**src/rtl/serial_rx_pkg.sv**
```systemverilog
// Shared types and sizing helpers for the framed serial word receiver.
package serial_rx_pkg;

    typedef enum logic [1:0] {
        IDLE,
        DATA,
        STOP,
        BREAK
    } rx_state_t;

    // Bit counter width for an N-bit frame; never narrower than one bit.
    function automatic int cnt_width(input int n);
        return (n > 2) ? $clog2(n) : 1;
    endfunction

endpackage

```
**src/rtl/sipo_shift.sv**
```systemverilog
// N-bit serial-in, parallel-out shift register with synchronous clear and
// selectable shift direction.
module sipo_shift #(
    parameter int N = 8
) (
    input  logic         clk,
    input  logic         rst,
    input  logic         clr,
    input  logic         en,
    input  logic         right,
    input  logic         sin,
    output logic [N-1:0] q
);

    always_ff @(posedge clk or negedge rst) begin
        if (!rst) begin
            q <= '0;
        end else if (clr) begin
            q <= '0;
        end else if (en) begin
            // right: bits enter at the MSB (LSB-first line order)
            q <= right ? {sin, q[N-1:1]} : {q[N-2:0], sin};
        end
    end

endmodule

```
**src/rtl/serial_word_rx.sv**
```systemverilog
// Framed serial receiver: start, N data bits, stop; one-entry output buffer
// with valid/ready handshake plus framing-error and overrun pulses.
module serial_word_rx
    import serial_rx_pkg::*;
#(
    parameter int N = 8
) (
    input  logic         clk,
    input  logic         rst,
    input  logic         ena,
    input  logic         sin,
    input  logic         right,
    output logic [N-1:0] q,
    output logic         valid,
    input  logic         ready,
    output logic         busy,
    output logic         ferr,
    output logic         ovr
);

    localparam int CW = cnt_width(N);
    localparam logic [CW-1:0] LAST = CW'(N - 1);

    rx_state_t     state_q, state_d;
    logic [CW-1:0] cnt_q;
    logic          dir_q;
    logic [N-1:0]  sr_q;

    logic start, shift, deliver, frame_err;
    logic load, drop;

    sipo_shift #(.N(N)) u_shift (
        .clk   (clk),
        .rst   (rst),
        .clr   (start),
        .en    (shift),
        .right (dir_q),
        .sin   (sin),
        .q     (sr_q)
    );

    always_comb begin
        state_d   = state_q;
        start     = 1'b0;
        shift     = 1'b0;
        deliver   = 1'b0;
        frame_err = 1'b0;
        unique case (state_q)
            IDLE: begin
                if (ena && !sin) begin
                    start   = 1'b1;
                    state_d = DATA;
                end
            end
            DATA: begin
                if (ena) begin
                    shift = 1'b1;
                    if (cnt_q == LAST) state_d = STOP;
                end
            end
            STOP: begin
                if (ena) begin
                    if (sin) begin
                        deliver = 1'b1;
                        state_d = IDLE;
                    end else begin
                        frame_err = 1'b1;
                        state_d   = BREAK;
                    end
                end
            end
            BREAK: begin
                if (ena && sin) state_d = IDLE;
            end
            default: state_d = IDLE;
        endcase
    end

    // A full buffer can still accept a word if it drains on the same edge.
    assign load = deliver && (!valid || ready);
    assign drop = deliver && valid && !ready;
    assign busy = (state_q != IDLE);

    always_ff @(posedge clk or negedge rst) begin
        if (!rst) begin
            state_q <= IDLE;
            cnt_q   <= '0;
            dir_q   <= 1'b0;
        end else begin
            state_q <= state_d;
            if (start) begin
                cnt_q <= '0;
                dir_q <= right;
            end else if (shift && cnt_q != LAST) begin
                cnt_q <= cnt_q + CW'(1);
            end
        end
    end

    always_ff @(posedge clk or negedge rst) begin
        if (!rst) begin
            q     <= '0;
            valid <= 1'b0;
            ferr  <= 1'b0;
            ovr   <= 1'b0;
        end else begin
            ferr <= frame_err;
            ovr  <= drop;
            if (load) begin
                q     <= sr_q;
                valid <= 1'b1;
            end else if (valid && ready) begin
                valid <= 1'b0;
            end
        end
    end

endmodule

```
**config.mk**
```make
export PLATFORM = sky130hd
export DESIGN_NAME = serial_word_rx
export DESIGN_NICKNAME = d
export VERILOG_FILES = /design/src/rtl/serial_rx_pkg.sv /design/src/rtl/sipo_shift.sv /design/src/rtl/serial_word_rx.sv
export SDC_FILE = /design/constraint.sdc
export NUM_CORES = 1
export LEC_CHECK = 0
export ABC_CLOCK_PERIOD_IN_PS = 1400
export BUFFER_PORTS_ARGS = -buffer_cell sky130_fd_sc_hd__buf_2
export CAP_MARGIN = 20
export CORE_UTILIZATION = 49
export DETAILED_ROUTE_END_ITERATION = 12
export GPL_TIMING_DRIVEN = 0
export PLACE_DENSITY_LB_ADDON = 0.12
export SLEW_MARGIN = 30
export SYNTH_ARGS = -nofsm -noshare
export SYNTH_HDL_FRONTEND = slang
export SYNTH_SLANG_ARGS = --single-unit
```
**constraint.sdc**
```tcl
create_clock -name clk -period 1.4 [get_ports clk]
set_input_delay 0.21 -clock clk [delete_from_list [all_inputs] [get_ports clk]]
set_output_delay 0.21 -clock clk [all_outputs]
set_load 0.05 [all_outputs]
```
==> results.toml <==
[die]
die_y_um = 51.5
io_pins = 18
core_area_mm2 = 0.00225
fp.dieW_um = 51.5
dieArea_mm2 = 0.00266
initial_utilization = 0.533
std_cell_rows = 17

[synthesis]
ys.flop_type = "dfrtp_1"
synth-xor-area-share = 0.00728
synth-adder-area-share = 0.0208
syn_area_mm2 = 0.00120
muxShareOfSynthArea = 0.196
avgSynthCellArea_um2 = 14.3
yosysUniqueCellTypes = 26
synth_edf_count = 0
synth_top_family_by_area = "multiplexers"
synth_compound_area_frac = 0.0853
synthArstFlopShare = 1.00
syn-num-nets = 92
yosys_warnings = 0
synth-simple-area-share = 0.116
netlist_instances = 84
ys_seq_area_frac = 0.520
ys_ff_latch = 25

[pwr]
switching_share = 0.409
pwr-share-clk = 0.101
cellPowerDensity_mw_per_mm2 = 2150
combPwrFrac = 0.512
vdd_drop_max_mv = 1.35
intPower_mw = 1.82
p_sw_mw = 1.26
seq_power_share = 0.386
p_leak_nw = 0.711

[setup_path]
critPathArrivalTime_ns = 1.26
critPathMaxFanout = 10
crit_type = "reg2out"
endpoint_kind = "output port"
worst_setup_path_start_kind = "flop"
required_ns = 1.19

[sta]
slew_headroom = 0.641
fin_skew_ns = 0.00462
period_share = 1.05
slew_violations = 0
fin_tns_setup_ns = -0.167
finalSetupViolCount = 3
setup_slack_ns = -0.0689
hold_viol_final = 0
tightest_slew_ns = 0.538
rsz0062_at_grt = "true"
layout_min_cycle_time_ns = 1.47
fmax_mhz = 681

[global_routing]
grt_max_degree = 26
gr-total-overflow = 0
antenna_found_initial = 0
grt_pass1_wl_mm = 3.30
grt_pass1_vias = 689
grtUsageTotal = 0.175

[min_path]
hp-class = "in2reg"

[placed_design]
dp.cells = 127
portBuffers = 15
gp_congestion = 0.698
post-place-ws_ns = -0.0620
dp_hpwl_mm = 1.30

[final_layout]
antenna_cells = 0
drive_above_1_share = 0.435
stdcell_count = 136
final_core_util = 0.635
nets = 117
area_delta_synth_final_pct = 19.1
fillCellCount = 195

[cts]
clk_pin_slew_ns = 0.13
cts_buffer_depth = 2
clock_latency_ns = 0.31
cts_buffers = 3
cts_sinks = 25
cts_tree = "done"
cts-htree-levels = 1
root_buffer = "clkbuf_4"

[detailed_routing]
routed_wl_mm = 1.95
ant_nets = 0
wire_per_inst_um = 14.3
first_iter_violations = 7
firstDrtPassIters = 4
drc = 0
viasPerCell = 5.37
vias = 730

[run]
cap_violations = 0

[run_status]
violations = "setup timing"
outcome = "finished with violations"
per-stage QoR:
step	power, mW	hold slack [ns]	area [um2]
3_3_place_gp	2.53	0.233	1320
2_1_floorplan	2.30	-0.0856	1210
3_5_place_dp	2.58	0.235	1320
5_1_grt	3.28	0.102	1430
4_1_cts	3.01	0.103	1400
6_report	3.08	0.109	1430
synth_stat cells, types with 2 or more instances:
master      n  area (um2)
buf_6       2        22.5
buf_4       2        15.0
a31oi_1     2        12.5
nand2_1     4        15.0
nor2_1      4        15.0
o2bb2ai_1   8        70.1
mux2i_1    10         100
mux2_4      9         135
dfrtp_1    25         626
ha_1        2        25.0
worst max-delay path: stages, from the launching register on:
cell	delay, ns
dfrtp_1	0.40
buf_6	0.15
or2_4	0.26
buf_8	0.15
per-layer routing:
layer  track usage  up-vias  wire (um)  part of all wire
li1              -      351          -                 -
met1         0.247      364        916              0.47
met2         0.264       11        962              0.49
met3        0.0263        4         38             0.020
met4        0.0811        0         31             0.016
met5             0        -          0                 0
logic make-up after synthesis:
group	count (synthesis)
flops	25
mux	19
simple gates	17
compound gates	13
buf+inv	7
fa+ha+maj	2
xor+xnor	1
state kept, by name, indices dropped and copies added (netlist names):
register,count
state_q,2
q,8
cnt_q,3
ovr,1
u_shift.q,8
ferr,1
valid,1
dir_q,1
cell usage in the layout (no fill, tap or decap), types with 2 or more instances in the layout:
cell type	instances
o2bb2ai_1	8
dfrtp_1	24
mux2_4	9
a31oi_1	2
nand2_1	4
buf_2	14
mux2i_1	10
clkbuf_4	3
ha_4	2
nor2_1	4
buf_4	5
buf_6	3
cell type report:
type | count | area, um2 | share of cell area
Buffer | 6 | 66.3 | 0.0463
Clock buffer | 4 | 26.3 | 0.0183
Inverter | 1 | 3.75 | 0.00262
Multi-Input combinational cell | 52 | 549 | 0.383
Sequential cell | 25 | 627 | 0.438
Tap cell | 28 | 35.0 | 0.0245
Timing Repair Buffer | 20 | 125 | 0.0873
power by group through the flow:
stage	logic, mW	registers (mW)	clock network [mW]
2_1_floorplan	0.877	1.43	0
3_3_place_gp	1.35	1.17	0
5_1_grt	1.71	1.22	0.353
4_1_cts	1.51	1.17	0.328
6_report	1.58	1.19	0.312
3_5_place_dp	1.40	1.18	0
final timing paths:
check | startpoint | to | slack [ns] | cells after the start
worst min register to register | q[3]$_DFFE_PN0P_ | q[3]$_DFFE_PN0P_ | 0.52 | 1
min in group asynchronous | rst | q[2]$_DFFE_PN0P_ | 0.40 | 2
worst max-delay path | state_q[1]$_DFFE_PN0P_ | busy | -0.07 | 3
worst min-delay path | sin | ferr$_DFF_PN0_ | 0.11 | 2
max in group asynchronous | rst | valid$_DFFE_PN0P_ | 0.61 | 2
worst max register to register | cnt_q[0]$_DFFE_PN0P_ | cnt_q[2]$_DFFE_PN0P_ | -0.05 | 5
timing repair:
item | CTS | global route
endpoints found under the hold margin | 25 | 0
endpoints found under the setup margin | 4 | 4
pin swaps | 4 | 6
buffers inserted | 2 | 2
hold buffers | 1 | 0
resized for setup | 6 | 3
Note: power is estimated with default switching activity, not from simulation.
